## config.mk

```make
export PLATFORM = sky130hd
export DESIGN_NAME = sr_flag_bank
export DESIGN_NICKNAME = d
export VERILOG_FILES = /design/src/rtl/sr_flag_bank.sv
export SDC_FILE = /design/constraint.sdc
export NUM_CORES = 1
export LEC_CHECK = 0
export BUFFER_PORTS_ARGS = -buffer_cell sky130_fd_sc_hd__buf_2
export CAP_MARGIN = 0
export CORE_MARGIN = 5
export CORE_UTILIZATION = 53
export DETAILED_ROUTE_END_ITERATION = 8
export PLACE_DENSITY = 0.92
export SLEW_MARGIN = 40
export SYNTH_ARGS = -nofsm -noshare
export SYNTH_HDL_FRONTEND = slang
export SYNTH_SLANG_ARGS = --single-unit
export TNS_END_PERCENT = 100
```

## constraint.sdc

```tcl
create_clock -name clk -period 3.89 [get_ports clk]
set_clock_uncertainty 0.1 [all_clocks]
set_input_delay 0 -clock clk [delete_from_list [all_inputs] [get_ports clk]]
set_output_delay 0 -clock clk [all_outputs]
set_load 0.05 [all_outputs]
```

## src/rtl/sr_flag_bank.sv

```systemverilog
// sr_flag_bank: a bank of WIDTH independent set/reset flags.
//
// Each channel takes a set request (s) and a reset request (r). Both pass
// through an optional SYNC_STAGES-deep synchronizer and, with EDGE=1, a
// rising-edge detector. The flag register then follows SR semantics, and
// MODE decides what happens when set and reset coincide. A synchronous clr
// wipes every flag and conflict bit. The synchronizer and edge registers
// keep running while clr is high.
//
// Parameters
//   WIDTH        number of channels (1..32)
//   MODE         set+reset conflict: 0 set wins, 1 reset wins, 2 toggle, 3 hold
//   SYNC_STAGES  synchronizer depth (0..3), 0 = inputs used directly
//   EDGE         0 level-triggered, 1 rising-edge-triggered
//
// Ports
//   clk       clock, all state changes on rising edge
//   rst_n     asynchronous active-low reset
//   s, r      per-channel set / reset requests
//   clr       synchronous clear of q and conflict
//   q         registered flag state
//   q_bar     ~q
//   conflict  one-cycle pulse where effective set and reset coincided
//   any_set   |q
//   count     number of ones in q
module sr_flag_bank #(
  parameter int WIDTH       = 8,
  parameter int MODE        = 0,
  parameter int SYNC_STAGES = 2,
  parameter int EDGE        = 0
) (
  input  logic                         clk,
  input  logic                         rst_n,
  input  logic [WIDTH-1:0]             s,
  input  logic [WIDTH-1:0]             r,
  input  logic                         clr,
  output logic [WIDTH-1:0]             q,
  output logic [WIDTH-1:0]             q_bar,
  output logic [WIDTH-1:0]             conflict,
  output logic                         any_set,
  output logic [$clog2(WIDTH+1)-1:0]   count
);

  localparam int CW = $clog2(WIDTH+1);

  logic [WIDTH-1:0] s_sync;
  logic [WIDTH-1:0] r_sync;
  logic [WIDTH-1:0] se;
  logic [WIDTH-1:0] re;

  // Next flag state for every channel. Bits with exactly one request, or
  // with none, follow plain SR behaviour. Bits with both requests follow MODE.
  function automatic logic [WIDTH-1:0] next_q(input logic [WIDTH-1:0] cur,
                                              input logic [WIDTH-1:0] set_e,
                                              input logic [WIDTH-1:0] rst_e);
    logic [WIDTH-1:0] both;
    logic [WIDTH-1:0] plain;
    logic [WIDTH-1:0] res;
    both  = set_e & rst_e;
    plain = ((cur | set_e) & ~rst_e) & ~both;
    case (MODE)
      0:       res = plain | both;
      1:       res = plain;
      2:       res = plain | (~cur & both);
      default: res = plain | (cur & both);
    endcase
    return res;
  endfunction

  // Synchronizer stage: SYNC_STAGES flops per bit. Reset clears every stage,
  // so requests still in flight are dropped.
  if (SYNC_STAGES == 0) begin : g_nosync
    assign s_sync = s;
    assign r_sync = r;
  end else begin : g_sync
    logic [WIDTH-1:0] s_pipe [SYNC_STAGES];
    logic [WIDTH-1:0] r_pipe [SYNC_STAGES];

    always_ff @(posedge clk or negedge rst_n) begin
      if (!rst_n) begin
        for (int i = 0; i < SYNC_STAGES; i++) begin
          s_pipe[i] <= '0;
          r_pipe[i] <= '0;
        end
      end else begin
        s_pipe[0] <= s;
        r_pipe[0] <= r;
        for (int i = 1; i < SYNC_STAGES; i++) begin
          s_pipe[i] <= s_pipe[i-1];
          r_pipe[i] <= r_pipe[i-1];
        end
      end
    end

    assign s_sync = s_pipe[SYNC_STAGES-1];
    assign r_sync = r_pipe[SYNC_STAGES-1];
  end

  // Edge stage: the previous-value registers reset to 0. After reset, an
  // edge is seen only when the synchronized input really is 1.
  if (EDGE == 1) begin : g_edge
    logic [WIDTH-1:0] s_prev;
    logic [WIDTH-1:0] r_prev;

    always_ff @(posedge clk or negedge rst_n) begin
      if (!rst_n) begin
        s_prev <= '0;
        r_prev <= '0;
      end else begin
        s_prev <= s_sync;
        r_prev <= r_sync;
      end
    end

    assign se = s_sync & ~s_prev;
    assign re = r_sync & ~r_prev;
  end else begin : g_level
    assign se = s_sync;
    assign re = r_sync;
  end

  // Flag stage
  always_ff @(posedge clk or negedge rst_n) begin
    if (!rst_n) begin
      q        <= '0;
      conflict <= '0;
    end else if (clr) begin
      q        <= '0;
      conflict <= '0;
    end else begin
      q        <= next_q(q, se, re);
      conflict <= se & re;
    end
  end

  assign q_bar   = ~q;
  assign any_set = |q;

  always_comb begin
    count = '0;
    for (int i = 0; i < WIDTH; i++) begin
      count = count + CW'(q[i]);
    end
  end

endmodule

```

==> results of run 1 <==
-- registers in the layout (all words and copies together), names as in the netlist --
| name | count |
|---|---|
| g_sync.s_pipe | 8 |
| conflict | 8 |
| r_sync | 8 |
| q | 8 |
| s_sync | 8 |
| g_sync.r_pipe | 8 |
-- through the flow --
step	instances	util
after global routing	222	0.712
after global placement	196	0.631
after floorplan	118	-
final	222	0.712
after detailed placement	196	0.632
after CTS	222	0.712
-- critical path: cells and delay by family, from the launching register on --
kind,cells,cell delay (ps)
XOR/XNOR,1,160
adder cells (fa/ha/maj),5,2010
buffers and inverters,4,490
flip-flops,1,390
-- cells in the mapped netlist, drive strengths merged --
cell | n | share of area
nor2 | 8 | 0.018
buf | 2 | 0.014
nand4 | 1 | 0.0038
a21oi | 9 | 0.030
xnor2 | 1 | 0.0054
nor4 | 1 | 0.0077
nand2 | 8 | 0.018
nand2b | 8 | 0.031
nor2b | 1 | 0.0038
ha | 4 | 0.031
dfrtp | 48 | 0.74
fa | 4 | 0.049
inv | 23 | 0.053
-- per-layer routing --
metal / global-route usage / vias up / routed length, um
li1: - / 491 / -
met5: 0 / - / 0
met2: 0.271 / 40 / 1490
met4: 0.0803 / 0 / 67
met1: 0.197 / 485 / 1170
met3: 0.0513 / 6 / 195
-- kinds of logic after synthesis --
group,count (synthesis)
AOI/OAI and AO/OA,9
xor gates and xnor gates,1
adders and majority gates,8
buffers and inverters,25
DFF,48
and+or+nand+nor,27
-- worst paths after layout --
| path | to |
|---|---|
| worst max-delay path | count[2] |
| worst min-delay path | g_sync.s_pipe[12]$_DFF_PN0_ |
| worst max register to register | q[0]$_DFF_PN0_ |
| worst min register to register | s_sync[6]$_DFF_PN0_ |
| max in group asynchronous | g_sync.r_pipe[10]$_DFF_PN0_ |
| min in group clk | g_sync.r_pipe[15]$_DFF_PN0_ |
-- what timing repair did --
action,in CTS,in global routing
hold buffers,18,0
setup endpoints to repair,0,0
hold endpoints to repair,80,0
setup buffers,0,0
-- power by group through the flow --
| stage | registers, uW | clock network (uW) | logic [uW] |
|---|---|---|---|
| floorplan | 573 | 0 | 131 |
| global placement | 544 | 0 | 206 |
| detailed placement | 547 | 0 | 216 |
| CTS | 537 | 232 | 230 |
| global route | 541 | 256 | 248 |
| finish | 537 | 222 | 228 |
-- cell type report --
type / instances / area [um^2]
clock buffer: 5 / 37.5
clock inverter: 3 / 22.5
fill: 208 / 866
inverter: 23 / 86.3
multi-input combinational: 45 / 330
sequential: 48 / 1200
tap: 33 / 41.3
timing repair buffer: 65 / 418
-- placed cells by master, fill, tap and decap left out, types with 4 or more instances in the layout --
cell / synthesis / routed
nand2_1: 8 / 8
nor2_1: 8 / 8
dlygate4sd3_1: 0 / 18
clkbuf_4: 0 / 5
buf_2: 0 / 46
nand2b_1: 8 / 8
inv_1: 23 / 23
ha_1: 4 / 4
fa_1: 4 / 4
a21oi_1: 8 / 8
dfrtp_1: 48 / 48
==> impl_metrics.ini, run 1 <==
[setup_path]
crit_start = q[0]$_DFF_PN0_
crit_slowest_cell = fa_1
rrSetupSlack_ps = 2970
reg2regPathDepth = 2
cp_common_cell = fa_1
crit_chain = inv_1, fa_1, fa_1, fa_1, inv_1, ha_1, inv_1, fa_1, xnor2_2, buf_2
critPathCaptureType = output port
startpoint_type = register
critical_path_arrival_ps = 3400
crit_required_ps = 3790
cp_slowest_stage_delay_ps = 560
crit_fanout = 3
crit_type = register to output port
r2r-start = r_sync[0]$_DFF_PN0_

[global_route]
grt.total_usage = 0.165
antenna_found_initial = 0
grt_first_pass_wirelength_um = 5230
grt_pass1_vias = 1113
grt-ovfl-total = 0
grt_max_degree = 49

[timing]
timing.slew.headroom = 0.627
setup_viol = 0
report.final.slew_viol_count = 0
hold_viol = 0
tns_ps = 0
finalCritPeriodShare = 0.899
worstMarginPinSlew_ps = 559
setup_slack_ps = 394
whs_ps = 72.0
timing.fmax_mhz = 286
period_needed_ps = 3500
rsz0062_at_grt = false

[power]
seq_power_share = 0.544
p_leak_uw = 0.00113
clockPowerShare = 0.225
p_int_uw = 662
total_power_uw = 987
comb_power_share = 0.231
swShare = 0.329
irDropWorstVdd_v = 0.000277
p_per_area_nw_per_um2 = 462
switching_power_uw = 325

[routing]
route.detailed.drc = 0
vias_per_cell = 4.60
vias = 1022
firstDrtPassIters = 4
wire_per_inst_um = 13.2
routed_wl_um = 2920
drt_iter0_drc = 16
ant_nets = 0

[placement]
hpwl_um = 2120
dpl-instance-area_um2 = 1900
routabilityCongestion = 0.730
place.port_buffers = 47
post-place-ws_ps = 733

[min_path]
min_path_type = input port to asynchronous set/reset pin

[synth]
synthAdderAreaFrac = 0.0797
yosys_warnings = 0
synth_xor_area_frac = 0.00536
ys_ff_latch = 48
synthMuxAreaShare = 0
synthCells = 118
synth_cell_types = 14
avgSynthCellArea_um2 = 13.8
syn_area_um2 = 1630
ys_seq_area_frac = 0.736
synth_simple_gate_area_share = 0.0828
synth_compound_area_frac = 0.0299
synth_top_family_by_area = simple AND/OR/NAND/NOR gates
syn_nets = 145

[cts]
cts_resized = 0
cts_tree = yes
cts-root-buf = clkbuf_4
cts_buffers = 5
worstSkewPairLatency_ps = 340
cts_buffer_depth = 2
h-tree-depth = 2
clkSinkCount = 48
clkTransAtPathRegs_ps = 140

[floorplanning]
fp.dieW_um = 65.5
start_util = 0.544
die_h_um = 65.5
core_um2 = 3000
dieArea_um2 = 4290
io_pins = 48
rows = 20

[final_layout]
fin_area_um2 = 2140
layout-area-overhead-vs-synth_pct = 30.9
nets = 215
diodes = 0
drive_above_1_share = 0.307

[job]
maxCapViolCount = 0

[status]
outcome = finished clean
Power figures use the tool's default switching activity.
==> run 2: changes to the inputs <==
--- a/config.mk
+++ b/config.mk
@@ -8,9 +8,9 @@
 export BUFFER_PORTS_ARGS = -buffer_cell sky130_fd_sc_hd__buf_2
 export CAP_MARGIN = 0
 export CORE_MARGIN = 5
-export CORE_UTILIZATION = 53
+export CORE_UTILIZATION = 45
 export DETAILED_ROUTE_END_ITERATION = 8
-export PLACE_DENSITY = 0.92
+export PLACE_DENSITY = 0.81
 export SLEW_MARGIN = 40
 export SYNTH_ARGS = -nofsm -noshare
 export SYNTH_HDL_FRONTEND = slang
==> constraint.sdc (replaced) <==
create_clock -name clk -period 4.5 [get_ports clk]
set_clock_uncertainty 0.1 [all_clocks]
set_input_delay 0 -clock clk [delete_from_list [all_inputs] [get_ports clk]]
set_output_delay 0 -clock clk [all_outputs]
set_load 0.05 [all_outputs]
==> run 2 against run 1 <==
Sequential cell count is the same. Critical path type unchanged. Sequential share of layout area shrank 0.20 points. Routed wire length grew 9.0%. Non-clock buffer count is the same. Highest routed layer unchanged. Total power shrank 13%. Clock-buffer cell count grew 3. First-iteration DRC count grew 13%. Hold slack gained 8.6 ps. Utilization shrank 8.4 points.
==> impl_metrics.ini, run 2 (synthesis gave the netlist of run 1 again) <==
[placement]
routabilityCongestion = 0.735
place.port_buffers = 47
hpwl_um = 2280
dpl-instance-area_um2 = 1910
post-place-ws_ps = 1390
place_inst = 209

[timing]
rsz0062_at_grt = false
hold_viol = 0
period_needed_ps = 3460
timing.fmax_mhz = 289
worstMarginPinSlew_ps = 572
setup_viol = 0
timing.slew.headroom = 0.618
report.final.slew_viol_count = 0
finalCritPeriodShare = 0.768
tns_ps = 0
setup_slack_ps = 1040

[routing]
firstDrtPassIters = 3
vias_per_cell = 4.37
drt_iter0_drc = 18
route.detailed.drc = 0
vias = 1028
routed_wl_um = 3190
ant_nets = 0
wire_per_inst_um = 13.6

[power]
switching_power_uw = 270
comb_power_share = 0.229
swShare = 0.316
p_per_area_nw_per_um2 = 399
seq_power_share = 0.542
p_leak_uw = 0.00112
p_int_uw = 585
clockPowerShare = 0.229
total_power_uw = 856
irDropWorstVdd_v = 0.000271

[global_route]
grtUsageMet1 = 0.146
grt_first_pass_wirelength_um = 5350
antenna_found_initial = 0
grt.total_usage = 0.144
grt_max_degree = 49
grt-ovfl-total = 0
grt_use_met2 = 0.253
busiest_layer = met2
grt_pass1_vias = 1137
grt_use_met3 = 0.0574

[setup_path]
crit_type = register to output port
crit_buf_inv = 4
critPathTopFamily = adder cells
crit_chain = inv_1, fa_1, fa_1, fa_1, inv_1, ha_1, inv_1, fa_1, xnor2_1, buf_2
critical_path_arrival_ps = 3360
crit_fanout = 3
cp_common_cell = fa_1
crit_required_ps = 4400
critPathCaptureType = output port
cp_slowest_stage_delay_ps = 530
startpoint_type = register
crit_slowest_cell = fa_1

[status]
outcome = finished clean

[floorplanning]
dieArea_um2 = 4930
start_util = 0.478
fp.dieW_um = 70.2
core_um2 = 3420
die_h_um = 70.2
rows = 21
io_pins = 48

[cts]
h-tree-depth = 2
cts_setup_buffers = 0
clkSinkCount = 48
cts-root-buf = clkbuf_4
clkTransAtPathRegs_ps = 130
cts_buffers = 5
cts_resized = 0
cts_tree = yes
cts_buffer_depth = 2
worstSkewPairLatency_ps = 350

[final_layout]
most-common-layout-cells = dfrtp_1, buf_2, inv_1, dlygate4sd3_1
fillers = 288
regArea_um2 = 1200
layout-area-overhead-vs-synth_pct = 31.3
diodes = 0
multi_input_area_um2 = 323
final_common_cell = dfrtp_1
fin_area_um2 = 2140
drive_above_1_share = 0.291
layout.cells.non_filler = 235
nets = 215

[min_path]
min_path_type = input port to asynchronous set/reset pin

[job]
maxCapViolCount = 0
## run 2: routing by layer
layer  part of all wire  vias to the layer above  wire length, um
met5                  0                        -                0
met4              0.038                        0              121
met3              0.069                       11              219
met2               0.53                       37             1700
met1               0.36                      491             1140
li1                   -                      489                -
## run 2: area by class of cell
cell class,instances,share of cell area
Sequential cell,48,0.560
Inverter,23,0.0403
Clock buffer,8,0.0274
Timing Repair Buffer,65,0.195
Multi-Input combinational cell,45,0.151
Tap cell,46,0.0268
## run 2: final timing paths
check,cells past startpoint,end,slack [ps],start
max,10,count[2],1040,q[1]$_DFF_PN0_
min,2,conflict[2]$_DFF_PN0_,80,rst_n
max reg2reg,2,q[2]$_DFF_PN0_,3550,q[2]$_DFF_PN0_
min reg2reg,0,s_sync[6]$_DFF_PN0_,250,g_sync.s_pipe[14]$_DFF_PN0_
max in group asynchronous,2,conflict[0]$_DFF_PN0_,3830,rst_n
min in group clk,2,g_sync.s_pipe[12]$_DFF_PN0_,190,s[4]
## run 2: worst register-to-register path: stages (launching register included)
cell and delay, ps:
dfrtp_1 490, nand2b_1 100, a21oi_1 190
## run 2: what timing repair did
action,in CTS,in global routing
hold endpoints to repair,80,0
setup endpoints to repair,0,0
hold buffers,18,0
## run 2: power groups by stage
stage | sequential (uW) | clock, uW | combinational (uW)
floorplan | 496 | 0 | 111
finish | 464 | 196 | 196
global placement | 471 | 0 | 178
global route | 467 | 217 | 213
CTS | 464 | 199 | 198
detailed placement | 473 | 0 | 186
## run 2: metrics by stage
stage	util	hold slack [ps]
floorplan	-	-396
global placement	0.557	7.76
detailed placement	0.558	-67.8
CTS	0.628	87.6
global route	0.628	130
finish	0.628	80.5
==> run 3: changes to the inputs <==
--- a/config.mk
+++ b/config.mk
@@ -10,7 +10,7 @@
 export CORE_MARGIN = 5
 export CORE_UTILIZATION = 45
 export DETAILED_ROUTE_END_ITERATION = 8
-export PLACE_DENSITY = 0.81
+export PLACE_DENSITY = 0.84
 export SLEW_MARGIN = 40
 export SYNTH_ARGS = -nofsm -noshare
 export SYNTH_HDL_FRONTEND = slang
==> constraint.sdc (replaced) <==
create_clock -name clk -period 2.9 [get_ports clk]
set_clock_uncertainty 0.1 [all_clocks]
set_input_delay 0 -clock clk [delete_from_list [all_inputs] [get_ports clk]]
set_output_delay 0 -clock clk [all_outputs]
set_load 0.05 [all_outputs]
==> run 3 against run 2 <==
The flow now finishes with violations (setup timing). Clock-buffer cell count fell by 3. Clock power increased by 91%. Register-to-register slack worse by 1700 ps. Die area unchanged. Utilization rose by 5.2 points. Sequential cell count unchanged. First-iteration DRC count increased by 100%. Total power up 75%. Routed wire length rose by 1.8%. Sequential share of layout area down 4.1 points. Critical path type unchanged. Critical endpoint is now count[1]. Largest cell class unchanged.
==> impl_metrics.ini, run 3 (synthesis gave the netlist of run 1 again) <==
[power]
p_per_area_nw_per_um2 = 646
total_power_uw = 1500
irDropWorstVdd_v = 0.000371
p_leak_uw = 0.00116

[placement]
routabilityCongestion = 0.776
hpwl_um = 2360
place.port_buffers = 47
place_inst = 213

[setup_path]
rrSetupSlack_ps = 1860
endpoint = count[1]
crit_chain = clkinvlp_4, fa_1, fa_1, fa_2, inv_2, ha_4, inv_2, fa_2, clkinvlp_4, buf_6
crit_start = q[1]$_DFF_PN0_
critPathCaptureType = output port
crit_type = register to output port
critical_path_arrival_ps = 3360
r2r-start = q[1]$_DFF_PN0_
startpoint_type = register
reg2regPathDepth = 4
cp.depth = 10
r2r_end = q[1]$_DFF_PN0_
crit_slowest_cell = fa_2
crit_buf_inv = 5
crit_required_ps = 2800
critPathTopFamily = adder cells
cp_slowest_stage_delay_ps = 550
crit_fanout = 2

[timing]
finalCritPeriodShare = 1.19
worstMarginPinSlew_ps = 554
period_needed_ps = 3460
report.final.slew_viol_count = 0
setup_slack_ps = -560
timing.slew.headroom = 0.631
hold_viol = 0
timing.fmax_mhz = 289
rsz0062_at_grt = true
setup_viol = 4

[final_layout]
nets = 222
layout-area-overhead-vs-synth_pct = 42.1
final_core_util = 0.679
final_common_cell = dfrtp_1
diodes = 0
fillers = 240
drive_above_1_share = 0.403
most-common-layout-cells = dfrtp_1, buf_2, dlygate4sd3_1, inv_1
layout.cells.non_filler = 242

[global_route]
grt_pass1_vias = 1197
grt-ovfl-total = 0
grt_first_pass_wirelength_um = 5420
grt.total_usage = 0.146
grt_max_degree = 49
antenna_found_initial = 0

[floorplanning]
die_h_um = 70.2
rows = 21
io_pins = 48
core_um2 = 3420
fp.dieW_um = 70.2
start_util = 0.478
dieArea_um2 = 4930

[cts]
h-tree-depth = 2
clkTransAtPathRegs_ps = 130
cts_buffers = 5
clkSinkCount = 48
cts_buffer_depth = 2
cts_tree = yes
worstSkewPairLatency_ps = 350
cts-root-buf = clkbuf_4

[routing]
firstDrtPassIters = 4
route.detailed.drc = 0
wire_per_inst_um = 13.4
vias_per_cell = 4.52
vias = 1095
drt_iter0_drc = 36
ant_nets = 0
routed_wl_um = 3240

[status]
violations = setup timing
outcome = finished with violations

[min_path]
min_path_type = input port to asynchronous set/reset pin

[job]
maxCapViolCount = 0
run 3: cell count changes in the layout (fill, tap and decap cells not counted), moves of 3 or more:
cell | previous run | this run
buf_6 | 0 | 3
clkinvlp_4 | 0 | 5
dfrtp_2 | 0 | 3
inv_1 | 23 | 17
dfrtp_1 | 48 | 45
buf_4 | 1 | 8
buf_2 | 46 | 42
run 3: how the worst min path moves through the flow:
stage                            endpoint
3_5_place_dp   g_sync.s_pipe[9]$_DFF_PN0_
2_1_floorplan       conflict[0]$_DFF_PN0_
6_report              r_sync[1]$_DFF_PN0_
4_1_cts        g_sync.s_pipe[9]$_DFF_PN0_
5_1_grt        g_sync.s_pipe[9]$_DFF_PN0_
3_3_place_gp   g_sync.r_pipe[9]$_DFF_PN0_
run 3: layout make-up:
class	count	area, um^2	area share
clock buffer	5	37.5	0.0162
clock inverter	3	42.5	0.0183
inverter	23	101	0.0437
multi-input combinational	45	378	0.163
sequential	48	1200	0.519
tap	46	57.6	0.0248
timing repair buffer	72	499	0.215
run 3: power breakdown:
part / internal [uW] / switching (uW) / leakage [uW]
Combinational: 153 / 250 / 0.000540
Sequential: 703 / 18.6 / 0.000578
Clock: 180 / 195 / 0.0000412
Total: 1040 / 464 / 0.00116
run 3: per-layer routing:
layer	wire, um	GRT usage	share of wire
met5	0	0	0
met4	130	0.0957	0.040
met3	207	0.0631	0.064
met2	1790	0.252	0.55
met1	1120	0.140	0.34
run 3: what timing repair did:
| item | CTS | global route |
|---|---|---|
| setup buffers | 2 | 1 |
| endpoints found under the hold margin | 80 | 0 |
| pin swaps | 3 | 1 |
| endpoints found under the setup margin | 4 | 4 |
| hold buffers | 18 | 0 |
| resized for setup | 16 | 0 |
run 3: worst reg2reg max path, cell delays in order, from the launching register on:
cell	delay (ps)
dfrtp_2	440
buf_4	130
buf_4	130
nand2b_1	60
a21oi_1	70
run 3: metrics by stage:
| step | cell area (um^2) | worst slack [ps] | setup TNS, ps | hold WS, ps |
|---|---|---|---|---|
| 2_1_floorplan | 1680 | -595 | -1530 | -396 |
| 3_3_place_gp | 1980 | -145 | -223 | 7.19 |
| 3_5_place_dp | 1980 | -260 | -458 | -66.7 |
| 4_1_cts | 2310 | -591 | -1360 | 63.3 |
| 5_1_grt | 2320 | -676 | -1740 | 95.9 |
| 6_report | 2320 | -560 | -1330 | 58.8 |
